--- src/rtl/otter_mem_arbiter.sv ---
// Arbitrates the OTTER unified memory between the fetch port and the MEM-stage data port.
// Data normally wins; a streak counter guarantees fetch progress under sustained data traffic.
module otter_mem_arbiter #(
  parameter int ADDR_W      = 32,
  parameter int DATA_W      = 32,
  parameter int MEM_LAT     = 2,
  parameter int MAX_DSTREAK = 4
) (
  input  logic                clk,
  input  logic                rst,
  input  logic                if_req,
  input  logic [ADDR_W-1:0]   if_addr,
  output logic                if_gnt,
  output logic                if_rvalid,
  output logic [DATA_W-1:0]   if_rdata,
  input  logic                d_req,
  input  logic                d_we,
  input  logic [DATA_W/8-1:0] d_be,
  input  logic [ADDR_W-1:0]   d_addr,
  input  logic [DATA_W-1:0]   d_wdata,
  output logic                d_gnt,
  output logic                d_rvalid,
  output logic [DATA_W-1:0]   d_rdata,
  output logic                mem_en,
  output logic                mem_we,
  output logic [DATA_W/8-1:0] mem_be,
  output logic [ADDR_W-1:0]   mem_addr,
  output logic [DATA_W-1:0]   mem_wdata,
  input  logic [DATA_W-1:0]   mem_rdata
);

  localparam int BE_W  = DATA_W / 8;
  localparam int LAT_W = $clog2(MEM_LAT) + 1;
  localparam int STK_W = $clog2(MAX_DSTREAK + 1);

  typedef enum logic {IDLE, BUSY} state_t;
  typedef enum logic {OWN_IF, OWN_D} owner_t;

  state_t           state;
  owner_t           owner;
  logic             is_write;
  logic [LAT_W-1:0] lat_cnt;
  logic [STK_W-1:0] streak;

  logic done;
  logic can_grant;
  logic sel_d;
  logic sel_if;

  // The completion cycle doubles as a grant slot, giving one transaction every MEM_LAT cycles.
  assign done      = (state == BUSY) && (lat_cnt == LAT_W'(MEM_LAT - 1));
  assign can_grant = !rst && ((state == IDLE) || done);
  assign sel_d     = can_grant && d_req && (!if_req || (streak != STK_W'(MAX_DSTREAK)));
  assign sel_if    = can_grant && if_req && !sel_d;

  assign if_gnt = sel_if;
  assign d_gnt  = sel_d;

  always_comb begin
    mem_en    = 1'b0;
    mem_we    = 1'b0;
    mem_be    = '0;
    mem_addr  = '0;
    mem_wdata = '0;
    if (sel_d) begin
      mem_en    = 1'b1;
      mem_we    = d_we;
      mem_be    = d_be;
      mem_addr  = d_addr;
      mem_wdata = d_wdata;
    end else if (sel_if) begin
      mem_en    = 1'b1;
      mem_be    = {BE_W{1'b1}};
      mem_addr  = if_addr;
    end
  end

  // Read data is forwarded straight from the memory in the completion cycle; writes ack with zero.
  assign if_rvalid = done && (owner == OWN_IF);
  assign d_rvalid  = done && (owner == OWN_D);
  assign if_rdata  = if_rvalid ? mem_rdata : '0;
  assign d_rdata   = (d_rvalid && !is_write) ? mem_rdata : '0;

  always_ff @(posedge clk or posedge rst) begin
    if (rst) begin
      state    <= IDLE;
      owner    <= OWN_IF;
      is_write <= 1'b0;
      lat_cnt  <= '0;
      streak   <= '0;
    end else begin
      if (sel_d || sel_if) begin
        state    <= BUSY;
        lat_cnt  <= '0;
        owner    <= sel_d ? OWN_D : OWN_IF;
        is_write <= sel_d && d_we;
      end else if (done) begin
        state   <= IDLE;
        lat_cnt <= '0;
      end else if (state == BUSY) begin
        lat_cnt <= lat_cnt + LAT_W'(1);
      end

      // Streak counts data wins that made a waiting fetch stand aside.
      if (sel_if) begin
        streak <= '0;
      end else if (sel_d) begin
        if (!if_req)
          streak <= '0;
        else if (streak != STK_W'(MAX_DSTREAK))
          streak <= streak + STK_W'(1);
      end
    end
  end

endmodule

--- config.mk ---
export PLATFORM = sky130hd
export DESIGN_NAME = otter_mem_arbiter
export DESIGN_NICKNAME = d
export VERILOG_FILES = /design/src/rtl/otter_mem_arbiter.sv
export SDC_FILE = /design/constraint.sdc
export NUM_CORES = 1
export LEC_CHECK = 0
export ABC_AREA = 0
export CAP_MARGIN = 15
export CORE_AREA = 5 5 103 105
export DETAILED_ROUTE_END_ITERATION = 10
export DIE_AREA = 0 0 108 110
export GPL_TIMING_DRIVEN = 0
export PLACE_DENSITY = 0.67
export SYNTH_ARGS = -nofsm -noshare
export SYNTH_HDL_FRONTEND = slang
export SYNTH_SLANG_ARGS = --single-unit
export TNS_END_PERCENT = 50
--- constraint.sdc ---
create_clock -name clk -period 3.2 [get_ports clk]
set_input_delay 0.32 -clock clk [delete_from_list [all_inputs] [get_ports clk]]
set_output_delay 0.32 -clock clk [all_outputs]
set_load 0.005 [all_outputs]
; ---- After elaboration in Yosys (flattened, before gate mapping)
; Cells that the tools add are included.
[totals]
register_bits = 8
in_bits = 137
output_inout_bits = 138
word_cells = 53
[classes]
add_sub_neg = 2
n_eq_ne = 3
mux = 20
bitwise_logic = 2
reduce_logical = 21
[op_table]
columns = cell, n
row1 = two-way mux 32 bit, 5
row2 = two-way mux 3 bit, 4
row3 = logical AND 1 bit, 10
row4 = two-way mux 4 bit, 2
row5 = two-way mux 1 bit, 6
row6 = two-way mux 2 bit, 3
row7 = zero test 1 bit, 4
row8 = nonzero test 2 bit, 2
row9 = "adder 3 x 1 -> 3 bit, second input constant", 1
row10 = logical OR 1 bit, 3
row11 = "inequality test 3 x 1 -> 1 bit, second input constant", 1
row12 = "inequality test 3 bit, second input constant", 1
row13 = nonzero test 3 bit, 1
row14 = "adder 2 x 1 -> 2 bit, second input constant", 1
row15 = "equality test 2 x 1 -> 1 bit, second input constant", 1
row16 = NOT 1 bit, 2
row17 = AND reduction 2 bit, 1

; ---- Depth between registers and ports, before layout
; Gate-level depths: netlist of run 1.
[depth]
depth_word = 10
depth_mapped = 9
mapped_depth_nobuf = 6

; ---- Worst setup path before layout of run 1
; No wires, ideal clock.
[synth_path]
path_type = register to output
startpoint = register streak[0]
endpoint = output mem_addr[12]
t_arrival_ns = 1.429
required_ns = 2.880
path_slack_ns = 1.451
stages_incl_launch_ff = 10
n_path_buf = 3
cell_sequence = dfrtp_1 inv_1 ha_1 nand3_1 and2_1 buf_2 buf_2 buf_4 nand2_1 a21oi_1
[synth_between]
elab_chain_len = 7
[synth_lines]
columns = item, line_no
row1 = start: declaration, 43  ; logic [STK_W-1:0] streak;
row2 = start signal: assignment, 111  ; streak <= streak + STK_W'(1);
row3 = inequality test 3 bit (*), 53  ; assign sel_d = can_grant && d_req && (!if_req || (streak != STK_W'(MAX_DSTREAK)));
row4 = logical OR 1 bit (*), 53
row5 = logical AND 1 bit (*), 53
row6 = zero test 1 bit, 54  ; assign sel_if = can_grant && if_req && !sel_d;
row7 = logical AND 1 bit, 54
row8 = two-way mux 32 bit, 71  ; end else if (sel_if) begin
row9 = two-way mux 32 bit (*), 65  ; if (sel_d) begin
row10 = end: declaration, 27  ; output logic [ADDR_W-1:0] mem_addr,
; Every way passes the cells marked *; elsewhere a longest branch is shown, timed or not.

; ---- Worst setup path in the final report of run 1
[layout_path]
startpoint = register streak[0]
endpoint = output mem_addr[9]
; The elaborated chain is that of the path after synthesis.

==> impl_metrics.yaml, run 1 <==
outcome:
  status: "finished clean"
drt:
  drtIter0Drc: 104
  vias: 2986
  drt-wirelength-per-cell_um: 16.1
  drcViolationCount: 0
  drtPass1Iterations: 4
  wl_um: 11100
  ant_nets: 0
  avgViaCountPerCell: 4.35
power_and_ir_drop:
  total_leakage_power_uw: 0.00189
  ir_drop_v: 0.000133
  power_per_cell_area_mw_per_mm2: 332
critical_path:
  r2r-end: "is_write"
  worstPathArrival_ps: 2530
  r2r-start: "streak[0]"
  max_stage_delay_ps: 600
  end_kind: "output port"
  worstSetupPathType: "flip-flop to output port"
  crit_required_ps: 2880
  r2r_setup_slack_ps: 1650
  startpoint_type: "flip-flop"
  crit_chain: "inv_1 > ha_1 > nand3_1 > and2_1 > buf_2 > clkbuf_1 > nand2_1 > a21oi_1 > clkdlybuf4s50_1"
  r2r_cells: 7
  cp_max_fo: 10
  slowest_stage: "clkdlybuf4s50_1"
floorplan:
  pin_count: 275
  dieArea_sq_mm: 0.0119
  start_util_pct: 17.4
  num_rows: 36
  die_y_um: 110
  die_x_um: 108
  core_area_sq_mm: 0.00955
global_route:
  grt_use_total_pct: 17.0
  grt_pass1_vias: 3138
  grt_max_degree: 11
  antenna_found_initial: 0
  overflow: 0
  grt_pass1_wl_um: 16100
finish:
  stdcell_area_sq_mm: 0.00461
  area_growth_pct: 178
  final_common_cell: "clkdlybuf4s50_1"
  nFillCells: 987
  mostFrequentLayoutCells: "clkdlybuf4s50_1, and2_1, nand2_1"
  drive_above_1_share_pct: 3.98
  nets: 694
  diodes: 0
timing:
  finalCriticalPeriod_ps: 2850
  rsz0062_at_grt: "no"
  fmax_mhz: 351
  slew_headroom_pct: 68.0
  period_share_pct: 89.1
  setup_viol: 0
  tns_ps: 0
  clock_skew_ps: 8.45
  finalHoldViolations: 0
  tightest_slew_ps: 480
  finalMaxSlewViolations: 0
synth:
  avgSynthCellArea_sq_um: 6.01
  synth-seq-cells: 8
  ys_warn_count: 0
  syn-cell-area_sq_mm: 0.00166
  synth_nets: 415
  synth_cells: 276
  synth_cell_types: 26
  yosysSeqAreaShare_pct: 12.1
placed_design:
  dp_hpwl_um: 9760
  dpl_cell_area_sq_mm: 0.00457
  portBuffers: 274
  place_congestion: 0.787
cts:
  cts_tree: "yes"
  ctsLongestPathBuffers: 2
  clk_pin_slew_ps: 50
  cts_hold_buf: 0
  cts_resized: 0
  cts_sinks: 8
  cts_made_buffers: 3
  cts_max_level: 1
  cts_root_buf: "clkbuf_8"
  clock_latency_ps: 230
  post-cts-setup-buffer-count: 0
worst_hold_path:
  hold_class: "input pin to async pin"
flow_run:
  cap_violations: 0
[worst max path at each step]
stage                         start           end  slack, ps
after floorplan           streak[0]  mem_addr[12]       1450
after global placement       if_req   mem_addr[9]        440
after detailed placement     if_req   mem_addr[9]        430
after CTS                 streak[0]   mem_addr[9]        320
after global routing      streak[0]   mem_addr[9]        140
final                     streak[0]   mem_addr[9]        350
[report_power, final]
part	internal (uW)	switching, uW	total, uW
logic	752	483	1240
registers	136	35.6	172
clock network	81.5	39.8	121
[cells by family after synthesis]
kind of cell	count (synthesis)	synth area share (%)
and+or+nand+nor	185	60.8
adders and majority gates	2	1.51
buffers and inverters	33	8.83
DFF	8	12.1
AOI/OAI and AO/OA	48	16.8
[sequential cells by signal (all words and copies together) (netlist names)]
name      flops
state         1
lat_cnt       2
streak        3
is_write      1
owner         1
[area by class of cell]
cell class / count / area [sq um] / share of cell area (%)
inverter: 5 / 18.8 / 0.407
sequential: 8 / 200 / 4.34
buffer: 28 / 128 / 2.77
clock buffer: 3 / 41.3 / 0.896
tap: 133 / 166 / 3.61
multi-input combinational: 235 / 1310 / 28.5
timing repair buffer: 274 / 2740 / 59.5
[layer usage]
layer	track usage (%)	wire [um]	up-vias
li1	-	-	1475
met1	16.4	3760	1331
met2	34.1	5820	172
met3	6.29	1350	8
met4	3.97	125	0
met5	0	0	-
[worst max-delay path, delay by kind of cell, from the launching register on]
kind / cells / cell delay (ps)
adders and majority gates: 1 / 210
AOI/OAI and AO/OA: 1 / 160
buffers and inverters: 4 / 1200
and+or+nand+nor: 3 / 330
DFF: 1 / 390
[per-stage QoR]
step                setup slack, ps  hold slack (ps)  total power (uW)  utilization [%]  std cells
floorplan                      1450              136               624                -        276
global placement                443              462              1400             47.8        683
detailed placement              428              468              1420             47.8        683
CTS                             324              478              1550             48.3        686
global route                    145              507              1650             48.3        686
finish                          349              478              1530             48.3        686
[synthesized netlist by cell type, drive strengths merged]
master | n | area, sq um
buf | 16 | 82.6
a21oi | 37 | 196
nand3 | 33 | 165
nor2b | 3 | 18.8
nand2b | 1 | 6.26
a32o | 1 | 10.0
a21o | 5 | 37.5
inv | 5 | 18.8
ha | 2 | 25.0
dfrtp | 8 | 200
nor3 | 1 | 5.00
nand2 | 41 | 154
a22o | 1 | 8.76
clkbuf | 12 | 45.0
and2b | 1 | 7.51
o21a | 1 | 7.51
o22ai | 1 | 6.26
and3 | 34 | 213
o21ai | 1 | 5.00
nor2 | 6 | 32.5
and2 | 65 | 407
a31oi | 1 | 6.26
Note: power is estimated with default switching activity, not from simulation.
==> run 2: changes to the inputs <==
--- a/config.mk
+++ b/config.mk
@@ -7,11 +7,14 @@
 export LEC_CHECK = 0
 export ABC_AREA = 0
 export CAP_MARGIN = 15
-export CORE_AREA = 5 5 103 105
+export CELL_PAD_IN_SITES_DETAIL_PLACEMENT = 0
+export CELL_PAD_IN_SITES_GLOBAL_PLACEMENT = 2
+export CORE_ASPECT_RATIO = 1.25
+export CORE_MARGIN = 5
+export CORE_UTILIZATION = 10
 export DETAILED_ROUTE_END_ITERATION = 10
-export DIE_AREA = 0 0 108 110
 export GPL_TIMING_DRIVEN = 0
-export PLACE_DENSITY = 0.67
+export PLACE_DENSITY_LB_ADDON = 0.1
 export SYNTH_ARGS = -nofsm -noshare
 export SYNTH_HDL_FRONTEND = slang
 export SYNTH_SLANG_ARGS = --single-unit
==> impl_metrics.yaml, run 2 (synthesis results as in run 1) <==
timing:
  finalHoldViolations: 0
  finalMaxSlewViolations: 0
  finalCriticalPeriod_ps: 2840
  setup_viol: 0
  rsz0062_at_grt: "no"
  clock_skew_ps: 1.20
  period_share_pct: 88.7
  tightest_slew_ps: 528
  slew_headroom_pct: 64.4
  fmax_mhz: 352
  tns_ps: 0
cts:
  cts_max_level: 1
  cts_root_buf: "clkbuf_16"
  ctsLongestPathBuffers: 2
  cts_made_buffers: 3
  post-cts-setup-buffer-count: 0
  clk_pin_slew_ps: 40
  cts_tree: "yes"
  clock_latency_ps: 230
  cts_hold_buf: 0
  cts_resized: 0
  cts_sinks: 8
drt:
  vias: 2914
  drt-wirelength-per-cell_um: 14.8
  drtIter0Drc: 65
  drcViolationCount: 0
  wl_um: 11400
  drtPass1Iterations: 4
  ant_nets: 0
  avgViaCountPerCell: 3.79
finish:
  drive_above_1_share_pct: 3.98
  mostFrequentLayoutCells: "clkdlybuf4s50_1, and2_1, nand2_1"
  largest-register: "streak"
  diodes: 0
  final_common_cell: "clkdlybuf4s50_1"
  reg.largest.list: "streak (3), lat_cnt (2)"
  multiInputGateArea_sq_mm: 0.00131
  area_growth_pct: 186
  nFillCells: 1798
  largest_register_ffs: 3
  nets: 694
  instances_no_fill: 769
  seq_area_sq_um: 200
floorplan:
  start_util_pct: 10.2
  pin_count: 275
  die_x_um: 125
  num_rows: 52
  core_area_sq_mm: 0.0163
  dieArea_sq_mm: 0.0193
  die_y_um: 154
placed_design:
  dp.cells: 766
  dp_hpwl_um: 9850
  place_congestion: 0.766
  portBuffers: 274
global_route:
  grt_use_total_pct: 11.0
  antenna_found_initial: 0
  grt_pass1_vias: 3078
  grt_pass1_wl_um: 17400
  overflow: 0
  grt_max_degree: 11
critical_path:
  crit_end: "mem_addr[27]"
  cp_max_fo: 10
  end_kind: "output port"
  max_stage_delay_ps: 530
  r2r_cells: 4
  crit_chain: "inv_1 > ha_1 > nand3_1 > and2_1 > buf_2 > clkbuf_1 > nand2_1 > a21oi_1 > clkdlybuf4s50_1"
  crit_required_ps: 2880
  r2r_setup_slack_ps: 1650
  r2r-start: "lat_cnt[1]"
  slowest_stage: "clkdlybuf4s50_1"
  worstPathArrival_ps: 2520
  critPathLaunch: "streak[0]"
  worstSetupPathType: "flip-flop to output port"
  startpoint_type: "flip-flop"
  r2r-end: "streak[1]"
power_and_ir_drop:
  ir_drop_v: 0.000145
  switching_share_pct: 34.9
  total_leakage_power_uw: 0.00190
  power_per_cell_area_mw_per_mm2: 339
  internal_power_uw: 1050
  seqPwrFrac_pct: 10.6
  power.share.clock_pct: 13.0
  p_switching_uw: 562
  power_frac_comb_pct: 76.4
flow_run:
  cap_violations: 0
outcome:
  status: "finished clean"
worst_hold_path:
  hold_class: "flip-flop to flip-flop"
run 2: layout make-up:
type                    count  area share, %
plain buffers              28           2.69
clock buffers               3           1.58
inverters                   5          0.395
multi-input cells         235           27.6
flip-flops and latches      8           4.22
well taps                 216           5.69
repair buffers            274           57.8
run 2: power groups by stage:
stage	sequential, uW	combinational (uW)	clock (uW)
2_1_floorplan	164	460	0
3_3_place_gp	171	1280	0
3_5_place_dp	173	1260	0
4_1_cts	172	1270	214
5_1_grt	177	1340	221
6_report	171	1230	209
run 2: worst max-delay path: cells and delay by family, from the launching register on:
kind            cells  cell delay, ps
simple gates        3             320
buf+inv             4            1220
fa+ha+maj           1             210
flops               1             380
compound gates      1             150
run 2: worst min path at each step:
stage	depth (start not counted)	slack (ps)	start	endpoint
2_1_floorplan	1	140	rst	is_write
3_3_place_gp	1	470	is_write	is_write
3_5_place_dp	1	480	is_write	is_write
4_1_cts	1	480	is_write	is_write
5_1_grt	1	500	is_write	is_write
6_report	1	480	is_write	is_write
run 2: stage by stage:
step / hold slack (ps) / setup slack, ps / cell area (sq um) / power, uW / utilization (%)
floorplan: 136 / 1450 / 1660 / 624 / -
global placement: 466 / 310 / 4670 / 1450 / 28.7
detailed placement: 476 / 329 / 4670 / 1430 / 28.7
CTS: 480 / 270 / 4750 / 1650 / 29.2
global route: 502 / 77.1 / 4750 / 1740 / 29.2
finish: 476 / 361 / 4750 / 1610 / 29.2
run 2: routing by layer:
layer	global-route usage [%]	wire, um	vias to the layer above
li1	-	-	1477
met1	11.5	4370	1263
met2	21.0	5820	165
met3	3.89	1100	9
met4	2.12	131	0
met5	0	0	-
